--- config.mk ---
export PLATFORM = sky130hd
export DESIGN_NAME = poly_mult_driver
export DESIGN_NICKNAME = d
export VERILOG_FILES = /design/src/rtl/poly_mult_drv_pkg.sv /design/src/rtl/poly_mult_driver_sat_counter.sv /design/src/rtl/poly_mult_driver.sv
export SDC_FILE = /design/constraint.sdc
export NUM_CORES = 1
export LEC_CHECK = 0
export CAP_MARGIN = 10
export CORE_AREA = 2 2 313 315
export DETAILED_ROUTE_END_ITERATION = 6
export DIE_AREA = 0 0 315 317
export SYNTH_ARGS = -nofsm -noshare
export SYNTH_HDL_FRONTEND = slang
export SYNTH_SLANG_ARGS = --single-unit
--- constraint.sdc ---
create_clock -name clk -period 3.1 [get_ports clk]
set_input_delay 0.465 -clock clk [delete_from_list [all_inputs] [get_ports clk]]
set_output_delay 0.465 -clock clk [all_outputs]
set_load 0.01 [all_outputs]
--- src/rtl/poly_mult_drv_pkg.sv ---
// Shared types and defaults for the poly_mult host-side driver.
package poly_mult_drv_pkg;

    typedef enum logic [2:0] {
        S_IDLE,
        S_LOAD,
        S_WAIT_BUSY,
        S_RUN,
        S_CAPTURE
    } drv_state_t;

    localparam int DEF_DATA_W      = 128;
    localparam int DEF_KEY_W       = 128;
    localparam int DEF_CNT_W       = 32;
    localparam int DEF_LOAD_CYCLES = 2;
    localparam int DEF_TIMEOUT     = 16;

    function automatic int max2(input int a, input int b);
        return (a > b) ? a : b;
    endfunction

endpackage

--- src/rtl/poly_mult_driver_sat_counter.sv ---
// Up-counter with synchronous clear, enable and saturation at all-ones.
module drv_sat_counter
    import poly_mult_drv_pkg::*;
#(
    parameter int W = 8
) (
    input  logic         clk,
    input  logic         rst_n,
    input  logic         clr,
    input  logic         en,
    output logic [W-1:0] q
);

    always_ff @(posedge clk) begin
        if (!rst_n) begin
            q <= '0;
        end else if (clr) begin
            q <= '0;
        end else if (en && (q != '1)) begin
            q <= q + W'(1);
        end
    end

endmodule

--- src/rtl/poly_mult_driver.sv ---
// Load/busy initiator for the poly_mult core: latches operands, pulses
// load, times the busy window, captures the result and drives a trigger.
module poly_mult_driver
    import poly_mult_drv_pkg::*;
#(
    parameter int DATA_W      = DEF_DATA_W,
    parameter int KEY_W       = DEF_KEY_W,
    parameter int LOAD_CYCLES = DEF_LOAD_CYCLES,
    parameter int TIMEOUT     = DEF_TIMEOUT,
    parameter int CNT_W       = DEF_CNT_W
) (
    input  logic              clk,
    input  logic              rst_n_i,
    input  logic              start_i,
    input  logic [KEY_W-1:0]  key_i,
    input  logic [DATA_W-1:0] data_i,
    output logic              ready_o,
    output logic              done_o,
    output logic              error_o,
    output logic [DATA_W-1:0] result_o,
    output logic [CNT_W-1:0]  cycles_o,
    output logic              trigger_o,
    output logic              core_load_o,
    output logic [KEY_W-1:0]  core_key_o,
    output logic [DATA_W-1:0] core_data_o,
    input  logic [DATA_W-1:0] core_data_i,
    input  logic              core_busy_i
);

    localparam int PH_W = $clog2(max2(LOAD_CYCLES, TIMEOUT) + 1);

    drv_state_t      state;
    logic [PH_W-1:0] phase;
    logic            busy_seen;
    logic            accept;
    logic            cnt_en;

    // Hold ready low during the done pulse so a new run never overlaps it.
    assign ready_o = (state == S_IDLE) && !done_o;
    assign accept  = ready_o && start_i;
    assign cnt_en  = core_busy_i &&
                     ((state == S_WAIT_BUSY) || (state == S_RUN));

    drv_sat_counter #(
        .W(CNT_W)
    ) u_busy_cnt (
        .clk  (clk),
        .rst_n(rst_n_i),
        .clr  (accept),
        .en   (cnt_en),
        .q    (cycles_o)
    );

    always_ff @(posedge clk) begin
        if (!rst_n_i) begin
            state       <= S_IDLE;
            phase       <= '0;
            busy_seen   <= 1'b0;
            done_o      <= 1'b0;
            error_o     <= 1'b0;
            trigger_o   <= 1'b0;
            core_load_o <= 1'b0;
            result_o    <= '0;
            core_key_o  <= '0;
            core_data_o <= '0;
        end else begin
            done_o <= 1'b0;
            unique case (state)
                S_IDLE: begin
                    if (accept) begin
                        core_key_o  <= key_i;
                        core_data_o <= data_i;
                        error_o     <= 1'b0;
                        busy_seen   <= 1'b0;
                        core_load_o <= 1'b1;
                        phase       <= PH_W'(LOAD_CYCLES);
                        state       <= S_LOAD;
                    end
                end
                S_LOAD: begin
                    if (core_busy_i) begin
                        busy_seen <= 1'b1;
                    end
                    if (phase == PH_W'(1)) begin
                        core_load_o <= 1'b0;
                        if (busy_seen || core_busy_i) begin
                            trigger_o <= 1'b1;
                            state     <= S_RUN;
                        end else begin
                            phase <= PH_W'(TIMEOUT);
                            state <= S_WAIT_BUSY;
                        end
                    end else begin
                        phase <= phase - PH_W'(1);
                    end
                end
                S_WAIT_BUSY: begin
                    if (core_busy_i) begin
                        trigger_o <= 1'b1;
                        state     <= S_RUN;
                    end else if (phase == PH_W'(1)) begin
                        error_o <= 1'b1;
                        done_o  <= 1'b1;
                        state   <= S_IDLE;
                    end else begin
                        phase <= phase - PH_W'(1);
                    end
                end
                S_RUN: begin
                    if (!core_busy_i) begin
                        trigger_o <= 1'b0;
                        state     <= S_CAPTURE;
                    end
                end
                S_CAPTURE: begin
                    result_o <= core_data_i;
                    done_o   <= 1'b1;
                    state    <= S_IDLE;
                end
                default: state <= S_IDLE;
            endcase
        end
    end

endmodule

==> impl_results.rst, run 1 <==
.. list-table::
   :header-rows: 1

   * - Metric
     - Value
   * - PwrDens
     - 513 nW/um^2
   * - Proportion of synthesized area in mux cells
     - 0.0610%
   * - Fmax
     - 0.382 GHz
   * - Most frequent cell after synthesis
     - sky130_fd_sc_hd__nand2_1
   * - Later-pin clock latency in the skew report
     - 0.60 ns
   * - Synthesis-stage register bit count
     - 429
   * - Estimated wirelength of the detail-placed design
     - 49900 um
   * - Routed WL per cell
     - 16.6 um
   * - Cells after Synth
     - 1958
   * - Post-Synth Simple-Gate Area
     - 22.5%
   * - Final Slew Violations
     - 0
   * - Biggest area consumer among synthesized cells
     - sky130_fd_sc_hd__dfxtp_1
   * - Slew at the pin closest to its max-slew limit
     - 0.822 ns
   * - Post-synthesis instance area
     - 16400 um^2
   * - Final Routed Wirelength
     - 67300 um
   * - I/O pin cnt
     - 809
   * - Worst path arrival time
     - 2.15 ns
   * - Pre-Repair DR Iteration Count
     - 5
   * - Crit start category
     - register
   * - Share of the synthesized netlist area taken by xor and xnor gates
     - 0.907%
   * - Root buffer cell
     - sky130_fd_sc_hd__clkbuf_16
   * - Placeable Area
     - 96300 um^2
   * - Distinct cell type count of the synthesized netlist
     - 57
   * - Path type of the worst setup path
     - register to output pin
   * - Total negative slack
     - 0 ns
   * - Largest cells by area after synthesis
     - sky130_fd_sc_hd__dfxtp_1 (52%), sky130_fd_sc_hd__nand2_1 (18%), sky130_fd_sc_hd__a21boi_0 (17%)
   * - H-tree levels
     - 2
   * - Peak supply drop
     - 0.000370 V
   * - Die boundary height
     - 317 um
   * - Count of synthesis-stage warnings from yosys
     - 0
   * - Buffers inserted during post-CTS setup optimization
     - 0
   * - Crit-path cells
     - nor4_1 -> buf_4 -> clkdlybuf4s50_1
   * - Proportion of layout cells with a drive suffix above 1
     - 5.77%
   * - Proportion of register bits with asynchronous set or reset after synthesis
     - 0%
   * - Quantity of gates resized following cts
     - 0
   * - Primary FF master, synth
     - sky130_fd_sc_hd__dfxtp_1
   * - Slowest stage delay, CP
     - 0.56 ns
   * - Final Hold Viols
     - 0
   * - Number of global-route vias before repair
     - 15262
   * - Avg Vias per Cell
     - 3.95
   * - Per-instance average area after synthesis
     - 8.39 um^2
   * - Required arrival time at the worst endpoint
     - 2.63 ns
   * - Hold/Removal Path Class
     - input port to register
   * - CTS tree
     - yes
   * - Pin count of the biggest net entering global routing
     - 94
   * - Max Cap Violations
     - 0
   * - Final setup violating endpoints
     - 0
   * - Fraction of post-synthesis cell area in the top cell type by area
     - 52.3%
   * - Share of synthesized cell area in full adder, half adder and majority cells
     - 0.229%
   * - Overall via count from detail_route
     - 16018
   * - Portion of the clock cycle consumed by the worst path in the final layout
     - 84.4%
   * - Register-to-register setup slack
     - 0.73 ns
   * - Final Skew
     - 0.0184 ns
   * - Total Nets Final
     - 3122
   * - Synth cell count leaders
     - sky130_fd_sc_hd__nand2_1 (791), sky130_fd_sc_hd__dfxtp_1 (429), sky130_fd_sc_hd__a21boi_0 (377), sky130_fd_sc_hd__clkbuf_1 (105), sky130_fd_sc_hd__buf_2 (30)
   * - Clock edge transition at the registers on the reported setup and hold paths
     - 0.06 ns
   * - Compound-Gate Fraction of Synth Area
     - 20.3%
   * - Global-route wire length before repair
     - 96200 um
   * - Main combinational cell family by area after synthesis
     - simple AND/OR/NAND/NOR gates
   * - Effective utilization at floorplan
     - 17.1%
   * - Total global routing track utilization
     - 12.6%
   * - Total global routing overflow
     - 0
   * - Smallest hold slack
     - 0.377 ns
   * - Number of input and output port buffers inserted
     - 808
   * - Antenna violations before repair
     - 6
   * - Total number of clock tree sinks
     - 429
   * - Number of clock buffers inserted by TritonCTS
     - 52
   * - Element type at the critical path end
     - output pin
   * - Number of buffers inserted by hold repair at cts
     - 0
   * - Detail Route Antenna Nets
     - 0
   * - Last weighted congestion value of the routability-driven placer
     - 0.850
   * - Buffers and inverters on the worst path
     - 2
   * - Highest fanout seen on the critical path
     - 16
   * - Top cell family by delay on the critical path
     - buffers and inverters
   * - Post-detailed-route DRC marker count
     - 0
   * - CTS max path bufs
     - 3
   * - Number of core rows
     - 114
   * - Leakage
     - 9.61 nW
   * - Final Critical Period
     - 2.62 ns
   * - Outcome
     - finished, final reports clean
   * - Number of enable-type register cells in the synthesized netlist
     - 0
   * - Initial drt markers
     - 687
   * - Cell at the slowest stage of the critical path
     - sky130_fd_sc_hd__clkdlybuf4s50_1
   * - Horiz. Die Dim
     - 315 um
   * - Setup repair after global routing missed its margin
     - no
   * - Synth Net Count
     - 2349
   * - Synth-to-layout area growth
     - 69.9%
   * - DIE AREA
     - 99900 um^2
   * - Fraction of the yosys area taken by sequential cells
     - 52.3%
   * - Rel. slew slack
     - 44.7%
-- flip-flops by register name, indices dropped and copies added, names as in the netlist --
register	cells
u_busy_cnt.q	32
error_o	1
trigger_o	1
state	3
phase	5
core_key_o	128
core_data_o	128
busy_seen	1
done_o	1
result_o	128
core_load_o	1
-- worst paths after layout --
path / startpoint / to / depth (start not counted)
max: state[0] / ready_o / 3
min reg2reg: core_key_o[101] / core_key_o[101] / 2
min: rst_n_i / core_key_o[127] / 2
max reg2reg: u_busy_cnt.q[19] / u_busy_cnt.q[15] / 5
-- through the flow --
step	total power, W	util (%)	area (um^2)	cells	setup WS (ns)
3_3_place_gp	0.00793	27.1	26100	3953	0.523
4_1_cts	0.0146	29.0	27900	4048	0.413
6_report	0.0143	29.0	27900	4051	0.484
3_5_place_dp	0.00794	27.1	26100	3953	0.524
5_1_grt	0.0150	29.0	27900	4049	0.328
2_1_floorplan	0.00667	-	16400	1958	1.06
-- final cells by class --
class,instances,area (um^2)
Clock buffer,77,1570
Clock inverter,18,255
Timing Repair Buffer,860,8620
Multi-Input combinational cell,1379,7230
Antenna cell,3,7.51
Fill cell,10294,68400
Tap cell,1276,1600
Inverter,9,33.8
Sequential cell,429,8590
-- metal layers --
layer	track usage [%]	vias to the layer above	share of wire [%]
met3	3.95	93	7.5
met5	0	-	0.040
met2	21.0	537	48
met4	4.23	4	2.7
li1	-	7967	-
met1	15.3	7417	42
-- cell usage in the layout (no fill, tap or decap), types with 6 or more instances in the layout --
cell type,synthesis,final
sky130_fd_sc_hd__buf_12,0,11
sky130_fd_sc_hd__nand2_1,791,790
sky130_fd_sc_hd__a21boi_0,377,377
sky130_fd_sc_hd__inv_1,9,9
sky130_fd_sc_hd__bufinv_16,0,6
sky130_fd_sc_hd__xnor2_1,15,15
sky130_fd_sc_hd__clkbuf_16,0,53
sky130_fd_sc_hd__nand4_1,9,9
sky130_fd_sc_hd__nor3_1,7,6
sky130_fd_sc_hd__a21oi_1,23,23
sky130_fd_sc_hd__buf_4,3,41
sky130_fd_sc_hd__nor2_1,29,29
sky130_fd_sc_hd__a21boi_1,9,9
sky130_fd_sc_hd__clkinv_2,0,8
sky130_fd_sc_hd__clkbuf_1,105,9
sky130_fd_sc_hd__dfxtp_1,429,429
sky130_fd_sc_hd__or3_1,9,8
sky130_fd_sc_hd__clkbuf_8,0,15
sky130_fd_sc_hd__a211oi_1,6,6
sky130_fd_sc_hd__clkdlybuf4s50_1,0,807
sky130_fd_sc_hd__nand3_1,12,12
sky130_fd_sc_hd__o21ai_0,14,14
-- worst reg2reg max path: stages, from the launching register on --
cell	delay, ns
sky130_fd_sc_hd__dfxtp_1	0.44
sky130_fd_sc_hd__nand4_1	0.30
sky130_fd_sc_hd__or4_4	0.55
sky130_fd_sc_hd__o311ai_2	0.67
sky130_fd_sc_hd__o21ai_0	0.20
sky130_fd_sc_hd__a21oi_1	0.14
-- power breakdown --
part | internal (W) | switching (W) | total, W
Clock | 0.00398 | 0.00254 | 0.00652
Combinational | 0.00108 | 0.000841 | 0.00192
Sequential | 0.00575 | 0.000130 | 0.00588
-- cells by family (layout without fill, tap and decap cells) --
| group | count (synthesis) | count (layout) |
|---|---|---|
| and+or+nand+nor | 905 | 905 |
| AOI/OAI and AO/OA | 453 | 453 |
| DFF | 429 | 429 |
| buffers and inverters | 150 | 964 |
| xor gates and xnor gates | 17 | 17 |
| adders and majority gates | 3 | 3 |
| muxes | 1 | 1 |
| other | 0 | 3 |
Note: power is estimated with default switching activity, not from simulation.
==> run 2, diff against run 1 <==
- CORE_AREA: 2 2 313 315 -> 2 2 315 317
- DIE_AREA: 0 0 315 317 -> 0 0 317 319
- clock period: 3.1 -> 2.6 ns (I/O delays scaled with it)
==> run 2 against run 1 <==
Global-route usage fell by 0.40 points. Hold slack got worse by 0.24 ns. Largest cell class unchanged. Cell area rose by 0.32%. Via count fell by 1.1%. Total power rose by 17%.
==> impl_results.rst, run 2 (synthesis results as in run 1) <==
.. list-table::
   :header-rows: 1

   * - Metric
     - Value
   * - Most common cell after layout, fill and taps aside
     - sky130_fd_sc_hd__clkdlybuf4s50_1
   * - Detail Route Antenna Nets
     - 0 (unchanged)
   * - Register cell area after layout
     - 8590 um^2 (about the same)
   * - Global-route wire length before repair
     - 95300 um (-0.87%)
   * - Max Cap Violations
     - 0 (unchanged)
   * - Post-detailed-route DRC marker count
     - 0 (unchanged)
   * - Met3 wire length
     - 5190 um (+3.2%)
   * - CTS max path bufs
     - 3 (unchanged)
   * - Number of clock buffers inserted by TritonCTS
     - 51 (-1.9%)
   * - Total global routing track utilization
     - 12.2% (-0.40 points)
   * - Highest fanout seen on the critical path
     - 12 (-4)
   * - Initial drt markers
     - 717 (+4.4%)
   * - Most frequent cells in the layout
     - sky130_fd_sc_hd__clkdlybuf4s50_1 (806), sky130_fd_sc_hd__nand2_1 (790), sky130_fd_sc_hd__dfxtp_1 (428), sky130_fd_sc_hd__a21boi_0 (377), sky130_fd_sc_hd__clkbuf_16 (51)
   * - Peak supply drop
     - 0.000473 V (+28%)
   * - Rel. slew slack
     - 50.8% (+6.0 points)
   * - Final Routed Wirelength
     - 64400 um (-4.3%)
   * - Layout filler cell count
     - 10379 (+0.83%)
   * - Later-pin clock latency in the skew report
     - 0.63 ns (+0.03 ns)
   * - Smallest hold slack
     - 0.136 ns (-0.242 ns)
   * - Setup repair after global routing missed its margin
     - no
   * - Overall via count from detail_route
     - 15836 (-1.1%)
   * - Number of global-route vias before repair
     - 15475 (+1.4%)
   * - H-tree levels
     - 2 (unchanged)
   * - Total global routing overflow
     - 0 (unchanged)
   * - Worst setup startpoint
     - u_busy_cnt.q[24]
   * - Total number of clock tree sinks
     - 429 (unchanged)
   * - Met2 wirelength from detailed routing
     - 30800 um (-4.9%)
   * - Synth-to-layout area growth
     - 70.5%
   * - Final setup violating endpoints
     - 0 (unchanged)
   * - Final Critical Period
     - 2.15 ns
   * - I/O pin cnt
     - 809 (unchanged)
   * - Portion of the clock cycle consumed by the worst path in the final layout
     - 82.5%
   * - Number of core rows
     - 115 (+0.88%)
   * - Switching power summed over all nets
     - 0.00418 W (+19%)
   * - Antenna violations before repair
     - 6 (unchanged)
   * - Estimated wirelength of the detail-placed design
     - 48000 um (-3.9%)
   * - Pin count of the biggest net entering global routing
     - 157 (+67%)
   * - Highest layer used for signal routing
     - met5
   * - Final Hold Viols
     - 0 (unchanged)
   * - Horiz. Die Dim
     - 317 um (+0.63%)
   * - Outcome
     - finished, final reports clean
   * - Total area of multi-input combinational cells
     - 7260 um^2 (+0.35%)
   * - Registers with the most flip-flops
     - core_data_o: 128 flops, core_key_o: 128 flops, result_o: 128 flops
   * - Slew at the pin closest to its max-slew limit
     - 0.738 ns (-0.0838 ns)
   * - Worst setup path endpoint
     - u_busy_cnt.q[15]
   * - Leakage
     - 9.64 nW (+0.23%)
   * - Switching Share
     - 25.0% (+0.53 points)
   * - Fraction of power consumed by sequential logic
     - 42.0% (+0.9 points)
   * - Gate power share
     - 13.7% (+0.3 points)
   * - Worst path arrival time
     - 2.69 ns (+0.54 ns)
   * - Int Power
     - 0.0125 W (+16%)
   * - Clock edge transition at the registers on the reported setup and hold paths
     - 0.06 ns (about the same)
   * - Final Slew Violations
     - 0 (unchanged)
   * - Routed WL per cell
     - 15.8 um (-4.7%)
   * - Total Nets Final
     - 3128 (+0.19%)
   * - Last weighted congestion value of the routability-driven placer
     - 0.839 (-1.2%)
   * - Crit start category
     - register
   * - Element type at the critical path end
     - register
   * - Buffers inserted during post-CTS setup optimization
     - 0 (unchanged)
   * - Final Skew
     - 0.0267 ns (+0.00830 ns)
   * - Path type of the worst setup path
     - register to register
   * - Die boundary height
     - 319 um (+0.63%)
   * - Placeable Area
     - 97700 um^2 (+1.5%)
   * - Critical register-to-register path startpoint
     - u_busy_cnt.q[24]
   * - Required arrival time at the worst endpoint
     - 3.15 ns (+0.52 ns)
   * - Power share of the clock group
     - 44.4% (-1.1 points)
   * - Total routed wire length on the met1 layer
     - 26600 um (-5.0%)
   * - CTS tree
     - yes
   * - Proportion of layout cells with a drive suffix above 1
     - 5.91% (+0.14 points)
   * - Fmax
     - 0.466 GHz
   * - DIE AREA
     - 101000 um^2 (+1.3%)
   * - PwrDens
     - 597 nW/um^2 (+16%)
   * - Total negative slack
     - 0 ns (unchanged)
   * - Number of input and output port buffers inserted
     - 808 (unchanged)
   * - FF-to-FF path depth
     - 5 (unchanged)
   * - Effective utilization at floorplan
     - 16.8% (-0.25 points)
   * - Hold/Removal Path Class
     - input port to register
   * - Root buffer cell
     - sky130_fd_sc_hd__clkbuf_16
   * - Avg Vias per Cell
     - 3.90 (-1.5%)
   * - Register-to-register setup slack
     - 0.45 ns (-0.28 ns)
   * - Capture point of the worst reg-to-reg path
     - u_busy_cnt.q[15]
   * - Worst Hold Path Cells
     - 2 (unchanged)
   * - Pre-Repair DR Iteration Count
     - 5 (unchanged)
[run 2: repair_timing]
action | in CTS | in global routing
setup endpoints to repair | 1 | 2
resized for setup | 3 | 2
pin swaps | 1 | 0
hold buffers | 0 | 0
[run 2: power groups by stage]
stage | clock, W | sequential [W] | combinational (W)
detailed placement | 0 | 0.00715 | 0.00230
global placement | 0 | 0.00714 | 0.00231
finish | 0.00741 | 0.00701 | 0.00228
global route | 0.00797 | 0.00704 | 0.00247
CTS | 0.00769 | 0.00701 | 0.00232
floorplan | 0 | 0.00727 | 0.000680
[run 2: routing by layer]
metal  track usage (%)  up-vias
li1                  -     7975
met1              14.4     7260
met2              20.5      501
met3              4.19       96
met4              4.05        4
met5                 0        -
[run 2: layout make-up]
class	count	area share [%]
Timing Repair Buffer	867	31.3
Sequential cell	429	30.7
Multi-Input combinational cell	1379	25.9
Tap cell	1287	5.75
Clock buffer	72	5.27
Clock inverter	18	0.943
Inverter	9	0.121
Antenna cell	4	0.0358
[run 2: per-stage QoR]
| stage | std cells | setup WS, ns | instance area [um^2] | power, W | util (%) |
|---|---|---|---|---|---|
| floorplan | 1958 | 0.560 | 16400 | 0.00795 | - |
| global placement | 3971 | 0.128 | 26200 | 0.00945 | 26.8 |
| detailed placement | 3971 | 0.131 | 26200 | 0.00945 | 26.8 |
| CTS | 4061 | 0.0222 | 28000 | 0.0170 | 28.6 |
| global route | 4065 | 0.276 | 28000 | 0.0175 | 28.6 |
| finish | 4065 | 0.454 | 28000 | 0.0167 | 28.6 |
[run 2: how the worst min path moves through the flow]
stage | slack, ns | from | to
2_1_floorplan | 0.47 | busy_seen | busy_seen
6_report | 0.14 | rst_n_i | phase[1]
5_1_grt | 0.1 | rst_n_i | phase[1]
4_1_cts | 0.07 | rst_n_i | phase[1]
3_5_place_dp | 0.44 | core_key_o[116] | core_key_o[116]
3_3_place_gp | 0.44 | core_key_o[88] | core_key_o[88]
[run 2: critical path: stages (launching register included)]
cell and delay, ns:
sky130_fd_sc_hd__dfxtp_1 0.43, sky130_fd_sc_hd__nand4_2 0.22, sky130_fd_sc_hd__or4_4 0.60, sky130_fd_sc_hd__o311ai_4 0.52, sky130_fd_sc_hd__o21ai_0 0.16, sky130_fd_sc_hd__a21oi_1 0.14
==> run 3, diff against run 2 <==
- CORE_AREA: 2 2 315 317 -> 2 2 313 315
- DIE_AREA: 0 0 317 319 -> 0 0 315 317
- clock period: 2.6 -> 1.75 ns (I/O delays scaled with it)
==> run 3 against run 2 <==
The run now ends with setup timing left. Non-clock buffer count rose by 157. Register-to-register slack got worse by 0.56 ns. Global-route usage rose by 0.85 points. Sequential share of layout area fell by 1.9 points. Fmax rose by 16%. Combinational power rose by 78%. Clock skew fell by 0.011 ns. Routed wire length rose by 12%. Hold slack improved by 0.062 ns. Total power rose by 51%. Critical endpoint is now core_key_o[4].
==> impl_results.rst, run 3 (synthesis results as in run 1) <==
.. list-table::
   :header-rows: 1

   * - Metric
     - Value
   * - Portion of the clock cycle consumed by the worst path in the final layout
     - 106% (+24 points)
   * - Routed WL per cell
     - 17.1 um (+7.7%)
   * - Final Hold Viols
     - 0 (unchanged)
   * - Final Routed Wirelength
     - 71900 um (+12%)
   * - Outcome
     - finished with violations
   * - Antenna violations before repair
     - 6 (unchanged)
   * - Crit start category
     - register
   * - Estimated wirelength of the detail-placed design
     - 51800 um (+7.8%)
   * - Setup repair after global routing missed its margin
     - yes
   * - Final setup violating endpoints
     - 185 (+185)
   * - Count of non-filler cells in the finished layout
     - 4211 (+3.6%)
   * - Effective utilization at floorplan
     - 17.1% (+0.25 points)
   * - Registers with the most flip-flops
     - core_data_o: 128 flops, core_key_o: 128 flops, result_o: 128 flops
   * - Place WS
     - -0.526 ns (-0.657 ns)
   * - H-tree levels
     - 2 (unchanged)
   * - Post-detailed-route DRC marker count
     - 0 (unchanged)
   * - Slew at the pin closest to its max-slew limit
     - 0.476 ns (-0.262 ns)
   * - I/O pin cnt
     - 809 (unchanged)
   * - Element type at the critical path end
     - register
   * - Most common cell after layout, fill and taps aside
     - sky130_fd_sc_hd__nand2_1
   * - Total number of clock tree sinks
     - 429 (unchanged)
   * - Overall via count from detail_route
     - 16791 (+6.0%)
   * - Util after Layout
     - 31.2% (+2.6 points)
   * - DIE AREA
     - 99900 um^2 (-1.3%)
   * - Final Skew
     - 0.0154 ns (-0.0113 ns)
   * - Global-route wire length before repair
     - 99300 um (+4.2%)
   * - Hold/Removal Path Class
     - input port to register
   * - Proportion of layout cells with a drive suffix above 1
     - 16.3% (+10 points)
   * - Worst path arrival time
     - 2.38 ns (-0.31 ns)
   * - Overall power consumption
     - 0.0252 W (+51%)
   * - Number of global-route vias before repair
     - 15873 (+2.6%)
   * - Path type of the worst setup path
     - register to register
   * - Leakage
     - 13.0 nW (+35%)
   * - Total Nets Final
     - 3285 (+5.0%)
   * - Die boundary height
     - 317 um (-0.63%)
   * - Total global routing overflow
     - 0 (unchanged)
   * - Later-pin clock latency in the skew report
     - 0.61 ns (-0.02 ns)
   * - Number of clock buffers inserted by TritonCTS
     - 51 (unchanged)
   * - Placeable Area
     - 96300 um^2 (-1.5%)
   * - Pin count of the biggest net entering global routing
     - 106 (-32%)
   * - Number of core rows
     - 114 (-0.87%)
   * - Peak supply drop
     - 0.000660 V (+39%)
   * - Final Critical Period
     - 1.86 ns (-0.290 ns)
   * - Root buffer cell
     - sky130_fd_sc_hd__clkbuf_16
   * - Required arrival time at the worst endpoint
     - 2.27 ns (-0.88 ns)
   * - CTS tree
     - yes
   * - Pre-Repair DR Iteration Count
     - 5 (unchanged)
   * - Max Cap Violations
     - 0 (unchanged)
   * - PwrDens
     - 838 nW/um^2 (+40%)
   * - Rel. slew slack
     - 68.3% (+17 points)
   * - Number of input and output port buffers inserted
     - 808 (unchanged)
   * - Avg Vias per Cell
     - 3.99 (+2.4%)
   * - Initial drt markers
     - 856 (+19%)
   * - CTS max path bufs
     - 3 (unchanged)
   * - Horiz. Die Dim
     - 315 um (-0.63%)
   * - Synth-to-layout area growth
     - 83.2%
   * - Final Slew Violations
     - 0 (unchanged)
   * - Most frequent cells in the layout
     - sky130_fd_sc_hd__nand2_1 (728), sky130_fd_sc_hd__dlygate4sd2_1 (413), sky130_fd_sc_hd__dfxtp_1 (403), sky130_fd_sc_hd__clkdlybuf4s50_1 (386), sky130_fd_sc_hd__a21boi_0 (190)
   * - Last weighted congestion value of the routability-driven placer
     - 0.868 (+3.4%)
   * - Clock edge transition at the registers on the reported setup and hold paths
     - 0.06 ns (about the same)
   * - Detail Route Antenna Nets
     - 0 (unchanged)
   * - Fmax
     - 0.539 GHz (+16%)
   * - Total global routing track utilization
     - 13.1% (+0.85 points)
   * - Highest fanout seen on the critical path
     - 4 (-8)
   * - Final setup margin
     - -0.106 ns (-0.560 ns)
   * - Violations in the final reports
     - setup timing
   * - Placed insts
     - 4067 (+2.4%)
-- run 3: changes by cell type in the layout (fill, tap and decap cells not counted), sizes merged --
cell           delta
clkbuf           +19
dlygate4sd2     +413
buf             +147
clkdlybuf4s15     +6
dlygate4sd3       +1
diode             -1
clkinvlp          -1
clkinv            -3
dlymetal6s2s      -1
bufinv            -3
clkdlybuf4s50   -420
-- run 3: repair_timing --
item	CTS	global route
hold buffers	1	0
gates resized for setup	522	353
cloned	6	13
endpoints found under the hold margin	19	0
endpoints found under the setup margin	560	339
setup buffers	17	19
pin swaps	14	128
-- run 3: layout make-up --
| cell class | count | area (um^2) |
|---|---|---|
| fillers | 10219 | 66200 |
| multi-input cells | 1379 | 8040 |
| clock inverters | 11 | 92.6 |
| flip-flops and latches | 429 | 8650 |
| inverters | 9 | 33.8 |
| clock buffers | 80 | 1590 |
| well taps | 1276 | 1600 |
| repair buffers | 1024 | 10100 |
| diodes | 3 | 7.51 |
-- run 3: per-stage QoR --
stage	setup TNS (ns)	area [um^2]	hold slack [ns]
2_1_floorplan	-1.24	16600	0.397
3_3_place_gp	-27.92	27200	0.442
3_5_place_dp	-33.30	27200	0.447
4_1_cts	-11.96	28900	0.139
5_1_grt	-28.53	30100	0.169
6_report	-7.34	30100	0.198
-- run 3: power breakdown --
| group | internal [W] | total, W | switching (W) | leakage, nW |
|---|---|---|---|---|
| sequential | 0.0102 | 0.0104 | 0.000206 | 3.51 |
| combinational | 0.00221 | 0.00405 | 0.00184 | 8.62 |
| clock | 0.00635 | 0.0108 | 0.00441 | 0.832 |
| total | 0.0187 | 0.0252 | 0.00645 | 13.0 |
-- run 3: final timing paths --
| check | from | end | slack [ns] | depth (start not counted) |
|---|---|---|---|---|
| worst max-delay path | done_o | core_key_o[4] | -0.11 | 10 |
| worst min-delay path | data_i[52] | core_data_o[52] | 0.20 | 3 |
| worst max register to register | done_o | core_key_o[4] | -0.11 | 10 |
| worst min register to register | core_data_o[23] | core_data_o[23] | 0.44 | 2 |
-- run 3: metal layers --
metal / track usage (%) / up-vias / part of all wire (%)
met2: 21.3 / 567 / 47
met5: 0 / - / 0.035
met1: 16.1 / 7798 / 42
met4: 5.21 / 4 / 3.1
met3: 3.88 / 114 / 7.9
li1: - / 8308 / -
-- run 3: worst max-delay path: stages (launching register included) --
cell	delay (ns)
sky130_fd_sc_hd__dfxtp_2	0.33
sky130_fd_sc_hd__nor4_2	0.25
sky130_fd_sc_hd__buf_4	0.17
sky130_fd_sc_hd__buf_6	0.09
sky130_fd_sc_hd__and2_4	0.17
sky130_fd_sc_hd__buf_12	0.10
sky130_fd_sc_hd__buf_12	0.12
sky130_fd_sc_hd__clkbuf_16	0.19
sky130_fd_sc_hd__clkbuf_16	0.15
sky130_fd_sc_hd__nand2_4	0.04
sky130_fd_sc_hd__a21boi_1	0.15
